File: src/rtl/bs_byte_packer.sv
// bs_byte_packer: buffers the zlib stage's 32-bit word stream in a FIFO and
// re-emits it LSB-byte-first over a valid/ready byte interface. It also keeps a
// running CRC-32 (reflected poly 0xEDB88320) and a count of accepted bytes,
// which feed the IDAT chunk's length and CRC fields.
module bs_byte_packer #(
    parameter int FIFO_DEPTH = 16,
    parameter int FIFO_AW    = 4,
    parameter int CNT_WD     = 32
) (
    input  logic              clk,
    input  logic              rstn,
    input  logic              start_i,
    input  logic              val_i,
    input  logic [31:0]       dat_i,
    input  logic              done_i,
    output logic              val_o,
    output logic [7:0]        dat_o,
    input  logic              rdy_i,
    output logic [31:0]       crc_o,
    output logic [CNT_WD-1:0] cnt_o,
    output logic              ovf_o,
    output logic              done_o
);

    typedef enum logic [1:0] {
        ST_IDLE,
        ST_RUN,
        ST_DRAIN,
        ST_DONE
    } state_e;

    localparam logic [31:0] CRC_POLY = 32'hEDB88320;
    localparam logic [31:0] CRC_INIT = 32'hFFFFFFFF;

    // One byte of reflected CRC-32, data bit 0 first.
    function automatic logic [31:0] crc8_step(input logic [31:0] crc, input logic [7:0] data);
        logic [31:0] c;
        c = crc ^ {24'd0, data};
        for (int i = 0; i < 8; i++) begin
            c = c[0] ? ((c >> 1) ^ CRC_POLY) : (c >> 1);
        end
        return c;
    endfunction

    state_e              state_q, state_d;
    logic [FIFO_AW:0]    wr_ptr_q, wr_ptr_d;
    logic [FIFO_AW:0]    rd_ptr_q, rd_ptr_d;
    logic [31:0]         fifo_mem [FIFO_DEPTH];
    logic [31:0]         hold_q, hold_d;
    logic [1:0]          idx_q, idx_d;
    logic                hval_q, hval_d;
    logic [31:0]         crc_q, crc_d;
    logic [CNT_WD-1:0]   cnt_q, cnt_d;
    logic                ovf_q, ovf_d;

    logic fifo_empty;
    logic fifo_full;
    logic accept;
    logic last_byte;
    logic fifo_rd;
    logic wr_req;
    logic fifo_wr;

    // Handshake and FIFO status; the pointers carry one extra wrap bit.
    always_comb begin
        fifo_empty = (wr_ptr_q == rd_ptr_q);
        fifo_full  = (wr_ptr_q[FIFO_AW] != rd_ptr_q[FIFO_AW]) &&
                     (wr_ptr_q[FIFO_AW-1:0] == rd_ptr_q[FIFO_AW-1:0]);
        accept     = hval_q & rdy_i;
        last_byte  = (idx_q == 2'd3);
        // The holder refills when empty or in the same cycle its last byte
        // leaves, so consecutive words stream without a bubble.
        fifo_rd    = !fifo_empty && (!hval_q || (accept && last_byte));
        wr_req     = val_i && (state_q == ST_RUN) && !start_i;
        // A full FIFO still takes a word when a read frees a slot that cycle.
        fifo_wr    = wr_req && (!fifo_full || fifo_rd);
    end

    // Next-state for pointers, byte holder, CRC, byte counter and overflow flag.
    always_comb begin
        // NOTE: every variable gets a default before any branch; a path that
        // leaves one unassigned would infer a latch.
        wr_ptr_d = wr_ptr_q;
        rd_ptr_d = rd_ptr_q;
        hold_d   = hold_q;
        idx_d    = idx_q;
        hval_d   = hval_q;
        crc_d    = crc_q;
        cnt_d    = cnt_q;
        ovf_d    = ovf_q;

        if (fifo_wr) wr_ptr_d = wr_ptr_q + {{FIFO_AW{1'b0}}, 1'b1};
        if (fifo_rd) rd_ptr_d = rd_ptr_q + {{FIFO_AW{1'b0}}, 1'b1};

        if (fifo_rd) begin
            hold_d = fifo_mem[rd_ptr_q[FIFO_AW-1:0]];
            idx_d  = 2'd0;
            hval_d = 1'b1;
        end else if (accept) begin
            if (last_byte) hval_d = 1'b0;
            else           idx_d  = idx_q + 2'd1;
        end

        if (accept) begin
            crc_d = crc8_step(crc_q, dat_o);
            cnt_d = cnt_q + {{(CNT_WD-1){1'b0}}, 1'b1};
        end

        if (wr_req && fifo_full && !fifo_rd) ovf_d = 1'b1;

        // A new stream wipes everything, whatever was in flight.
        if (start_i) begin
            wr_ptr_d = '0;
            rd_ptr_d = '0;
            hold_d   = '0;
            idx_d    = 2'd0;
            hval_d   = 1'b0;
            crc_d    = CRC_INIT;
            cnt_d    = '0;
            ovf_d    = 1'b0;
        end
    end

    // Stream FSM next state; start_i overrides from any state.
    always_comb begin
        state_d = state_q;
        case (state_q)
            ST_IDLE:  state_d = ST_IDLE;
            ST_RUN:   if (done_i) state_d = ST_DRAIN;
            ST_DRAIN: if (fifo_empty && !hval_q) state_d = ST_DONE;
            ST_DONE:  state_d = ST_IDLE;
            default:  state_d = ST_IDLE;
        endcase
        if (start_i) state_d = ST_RUN;
    end

    // State registers with asynchronous reset.
    always_ff @(posedge clk or negedge rstn) begin
        // NOTE: non-blocking assignments here so every flop samples the
        // pre-edge values; blocking ones would make results order-dependent.
        if (!rstn) begin
            state_q  <= ST_IDLE;
            wr_ptr_q <= '0;
            rd_ptr_q <= '0;
            hold_q   <= '0;
            idx_q    <= 2'd0;
            hval_q   <= 1'b0;
            crc_q    <= CRC_INIT;
            cnt_q    <= '0;
            ovf_q    <= 1'b0;
        end else begin
            state_q  <= state_d;
            wr_ptr_q <= wr_ptr_d;
            rd_ptr_q <= rd_ptr_d;
            hold_q   <= hold_d;
            idx_q    <= idx_d;
            hval_q   <= hval_d;
            crc_q    <= crc_d;
            cnt_q    <= cnt_d;
            ovf_q    <= ovf_d;
        end
    end

    // FIFO storage write port.
    always_ff @(posedge clk) begin
        // NOTE: the storage array has no reset; emptiness comes from the
        // pointers alone, and leaving it out keeps it mappable to RAM.
        if (fifo_wr) fifo_mem[wr_ptr_q[FIFO_AW-1:0]] <= dat_i;
    end

    // Outputs straight from registered state.
    always_comb begin
        val_o  = hval_q;
        dat_o  = hold_q[{idx_q, 3'b000} +: 8];
        crc_o  = ~crc_q;
        cnt_o  = cnt_q;
        ovf_o  = ovf_q;
        done_o = (state_q == ST_DONE);
    end

endmodule
File: config.mk
export PLATFORM = sky130hd
export DESIGN_NAME = bs_byte_packer
export DESIGN_NICKNAME = d
export VERILOG_FILES = /design/src/rtl/bs_byte_packer.sv
export SDC_FILE = /design/constraint.sdc
export NUM_CORES = 1
export LEC_CHECK = 0
export CORE_MARGIN = 3
export CORE_UTILIZATION = 41
export DETAILED_ROUTE_END_ITERATION = 16
export MAX_ROUTING_LAYER = met4
export PLACE_DENSITY_LB_ADDON = 0.2
export RECOVER_POWER = 100
export SLEW_MARGIN = 20
export SYNTH_ARGS = -nofsm -noshare
export SYNTH_HDL_FRONTEND = slang
export SYNTH_SLANG_ARGS = --single-unit
File: constraint.sdc
create_clock -name clk -period 7.77 [get_ports clk]
set_input_delay 0.777 -clock clk [delete_from_list [all_inputs] [get_ports clk]]
set_output_delay 0.777 -clock clk [all_outputs]
set_load 0.02 [all_outputs]
* After elaboration in Yosys (flattened, before gate mapping) *
Memory sizes are Yosys's and may differ from the RTL's.
Cells that the tools add are included.

cells by class
  add/subtract/negate cells = 4
  multiply operators = 0
  div/mod/pow operators = 0
  $lt $le $gt $ge = 0
  equal/unequal tests = 10
  shifts and indexed selects = 1
  multiplexer cells = 34
  bitwise operators = 11
  reductions and logical operators = 27

operators by type and width
  kind                                                              count
  32-bit two-way mux                                                14
  13-bit NOT with 14-bit output                                     8
  32-bit by 1-bit adder with 32-bit output (second input constant)  1
  32-bit NOT                                                        1
  32-bit by 6-bit variable part select with 8-bit output            1
  32-bit by 8-bit bitwise XOR with 32-bit output                    1
  5-bit two-way mux                                                 4
  2-bit two-way mux                                                 7
  5-bit by 1-bit adder with 5-bit output (second input constant)    2
  1-bit logical AND                                                 9
  1-bit two-way mux                                                 8
  2-bit nonzero test                                                4
  2-bit == test (second input constant)                             3
  3-bit != test (second input constant)                             2
  2-bit one-hot mux with 3 select lines                             1
  2-bit AND reduction                                               3
  3-bit nonzero test                                                2
  5-bit == test                                                     1
  1-bit zero test                                                   5
  4-bit == test                                                     1
  3-bit by 2-bit != test with 1-bit output (second input constant)  1
  2-bit by 1-bit adder with 2-bit output (second input constant)    1
  2-bit by 1-bit == test with 1-bit output (second input constant)  1
  2-bit zero test                                                   1
  other kinds (4)                                                   5

storage, ports and cells
  flip-flop bits (word level) = 112
  bits in latches = 0
  RAM bits = 512
  memory bits (read-only) = 0
  bits of input ports = 38
  output and inout port bits = 75
  logic and storage cells = 97
  memories kept = 1

memories
  name      words  bits a word  rd ports  clocked after Yosys merged registers in  write ports  line  source
  fifo_mem  16     32           1         0                                        1            48    logic [31:0] fifo_mem [FIFO_DEPTH];

* Depth between registers and ports, before layout *
  depth after elaboration = 20
  mapped depth = 8
  depth with buffers taken out = 7

* Worst setup path before layout *
Ideal clock, no wire load.

  path kind = input port to flip-flop
  start = in rdy_i
  end = mem fifo_mem[2][0], enable pin
  arrival = 5.086 ns
  path slack = 2.171 ns
  stages = 5
  path buffers = 0
  path through = nand2_1 > and2_1 > a31oi_1 > nand2b_1 > nor4b_1

between the ends
  longest elaborated chain between the ends = 8

RTL lines
  what                                     line  source
  start: declaration                       18    input logic rdy_i,
  1-bit AND                                69    accept = hval_q & rdy_i;
  1-bit logical AND                        73    fifo_rd = !fifo_empty && (!hval_q || (accept && last_byte));
  1-bit logical OR                         73
  1-bit logical AND                        73
  1-bit logical OR                         76    fifo_wr = wr_req && (!fifo_full || fifo_rd);
  1-bit logical AND                        76
  1-bit two-way mux                        168   if (fifo_wr) fifo_mem[wr_ptr_q[FIFO_AW-1:0]] <= dat_i;
  1-bit two-way mux (implied by the code)  168
  end: declaration                         48

No other way between the ends.

* Worst setup path in the final report *
  start = reg rd_ptr_q[0]
  end = mem fifo_mem[0][28], enable pin

between the ends
  longest elaborated chain between the ends = 7
  elaborated cells on any way between the ends = 10
  classes of those cells = eq/ne: 2; mux: 2; reduce/logical: 6

RTL lines
  what                                                  line    source
  start: declaration                                    47      logic [FIFO_AW:0] rd_ptr_q, rd_ptr_d;
  start signal: assignment                              154     rd_ptr_q <= rd_ptr_d;
  5-bit == test or 4-bit == test (tied branches)        66, 68
  1-bit zero test or 1-bit logical AND (tied branches)  73, 67
  1-bit logical AND or 1-bit zero test (tied branches)  73, 76
  1-bit logical OR (*)                                  76
  1-bit logical AND (*)                                 76
  1-bit two-way mux (*)                                 168
  1-bit two-way mux (implied by the code) (*)           168

Mark *: on every way between the ends. The rest lies on a longest branch, timed or not.

==> results.yml <==
logic_synthesis:
  ys_seq_area_frac: 0.715
  yosysUniqueCellTypes: 45
  syn_inst: 1366
  synth_top_cell_area_share: 0.603
  syn_area_per_cell_um2: 18.7
  synthFlopType: "edfxtp_1"
  ys_seq_elements: 624
  netlist_area_um2: 25500
  yosys-top-cells-area: "edfxtp_1 (60%), mux4_2 (15%), dfrtp_1 (7.9%), dfstp_2 (3.3%), xnor2_1 (2.3%)"
  synth_most_common_cell: "edfxtp_1"
  synth.top_cells.by_count: "edfxtp_1 (512), mux4_2 (166), nand2_1 (106), dfrtp_1 (80), xnor2_1 (66)"
  syn-num-nets: 1415
  yosys.area.top_type: "edfxtp_1"
  synth-edff-count: 512
  async_flop_share: 0.179
  ys_warn_count: 0
setup_path:
  start_kind: "register"
  cp.required_ns: 7.83
  end_kind: "register"
  crit_fanout: 35
  critPathKind: "reg -> reg"
  r2r-end: "fifo_mem[0][28]"
  r2r_start: "rd_ptr_q[0]"
  cp.arrival_ns: 5.53
  crit_start: "rd_ptr_q[0]"
  reg2reg_depth: 6
  rrSetupSlack_ns: 2.30
  crit_end: "fifo_mem[0][28]"
floorplan:
  io_pins: 113
  die_x_um: 255
  die_h_um: 255
  dieArea_um2: 65200
  start_util: 0.418
  num_rows: 90
  core_area_um2: 60900
outcome:
  outcome: "complete, but fails checks"
  violations: "max-capacitance violations, max-slew violations"
clock_network:
  root_buffer: "clkbuf_16"
  cts.htree.levels: 3
  clkSlewWorstSetupHoldPaths_ns: 0.06
  hold_buffers: 0
  clockBufferDepth: 3
  cts_tree: "yes"
  cts_num_sinks: 624
  insertion_delay_ns: 0.59
  post_cts_buffers: 0
  numCtsBuffers: 66
  cts_resized: 0
sta:
  finalCriticalPeriod_ns: 5.47
  finClkSkew_ns: 0.0192
  finalSetupTns_ns: 0
  hold_viol_final: 0
  slew_viol_final: 247
  slew-limit-headroom: -0.945
  rsz0062_at_grt: "no"
  fin_crit_sh: 0.704
  worst_pin_slew_ns: 2.92
  fmax_ghz: 0.183
  finalSetupViolations: 0
placement:
  dp_hpwl_um: 32800
  post-place-cells: 2269
  numPortBuffers: 112
  gp_congestion: 0.771
final_layout:
  final_cells: 2386
  final.fill_count: 5076
  layout-drive-gt1-share: 0.203
  syn2layout_area_growth_pct: 15.8
  fin_nets: 1558
routing:
  wl_met2_um: 26500
  avgRoutedWirePerCell_um: 23.6
  vias_per_cell: 5.38
  drt_wl_total_um: 56300
  drt_iter0_drc: 1079
  vias: 12800
  drc_errors: 0
  postRouteAntennaNets: 0
  met1_length_um: 24900
  wl_met3_um: 3170
  top_layer_used: "met4"
  firstDrtPassIters: 5
power:
  power.density_nw_per_um2: 321
  max-vdd-ir-drop_mv: 0.211
  p_leak_nw: 9.94
job:
  cap_violations: 9
worst_hold_path:
  holdCritPathClass: "reg -> reg"
  whs_path_depth: 2
global_routing:
  grt_max_degree: 99
  grt_pass1_vias: 13300
  grt_pass1_wl_um: 86500
  antenna_found_initial: 6
  overflow: 0
  track_usage: 0.181
## kinds of logic (layout without fill, tap and decap cells)
group | Yosys count | after routing | share of synthesized area
adder cells (fa/ha/maj) | 11 | 11 | 0.00540
XOR/XNOR | 116 | 116 | 0.0479
AO/OA/AOI/OAI | 104 | 104 | 0.0237
AND/OR/NAND/NOR | 223 | 223 | 0.0391
flip-flops | 624 | 624 | 0.715
multiplexers | 173 | 173 | 0.152
buffers and inverters | 115 | 305 | 0.0174
other | 0 | 2 | 0
## stage by stage
step / hold slack, ns / power [mW] / setup WS [ns] / instance area (um2) / utilization
finish: 0.503 / 9.46 / 2.30 / 29500 / 0.484
global placement: 0.489 / 6.74 / 3.36 / 27800 / 0.456
global route: 0.520 / 9.92 / 1.69 / 29500 / 0.484
floorplan: 0.478 / 5.99 / 2.17 / 25500 / -
CTS: 0.233 / 9.72 / 3.60 / 29800 / 0.489
detailed placement: 0.502 / 6.75 / 3.37 / 27800 / 0.456
## layout make-up
type	instances	area, um2	area share
Antenna cell	2	5.00	0.000170
Clock buffer	88	1790	0.0605
Clock inverter	27	213	0.00721
Inverter	45	169	0.00572
Multi-Input combinational cell	627	6760	0.229
Sequential cell	624	18200	0.618
Tap cell	828	1040	0.0351
Timing Repair Buffer	145	1320	0.0446
## layer usage
layer | GRT usage | up-vias
met5 | - | -
met4 | 0.0564 | 0
met3 | 0.0339 | 119
met2 | 0.276 | 388
met1 | 0.249 | 6691
li1 | - | 5634
## placed cells by master, fill, tap and decap left out, drive strengths merged, types with 21 or more instances in the layout
cell type and count:
edfxtp 512, a21oi 57, dfstp 32, nor2 52, clkbuf 104, xor2 38
nand2 106, mux4 170, dfrtp 80, xnor2 77, inv 46, dlygate4sd3 108
clkinv 21
## power breakdown
group / switching (mW) / internal, mW
Clock: 1.24 / 1.71
Sequential: 0.197 / 3.83
Combinational: 1.32 / 1.16
Total: 2.76 / 6.70
## worst min-delay path by stage
stage                     slack (ns)        end       from
after floorplan                 0.48   cnt_o[0]       rstn
final                           0.50  crc_q[10]  crc_q[10]
after CTS                       0.23  cnt_o[20]       rstn
after global routing            0.52  crc_q[28]  crc_q[28]
after global placement          0.49  crc_q[10]  crc_q[10]
after detailed placement        0.50  crc_q[10]  crc_q[10]
## critical path: stages (launching register included)
cell and delay (ns):
dfrtp_1 1.86, xor2_1 0.17, nor4_1 1.03, a31oi_1 0.55, nand2b_1 0.42, nor4_1 0.12, clkbuf_1 0.75
## registers in the layout, indices dropped and copies added, names as in the netlist
| name | cells |
|---|---|
| state_q | 2 |
| rd_ptr_q | 5 |
| hold_q | 32 |
| fifo_mem | 512 |
| cnt_o | 32 |
| crc_q | 32 |
| wr_ptr_q | 5 |
| val_o | 1 |
| idx_q | 2 |
| ovf_o | 1 |
(Power assumes the default switching activity.)
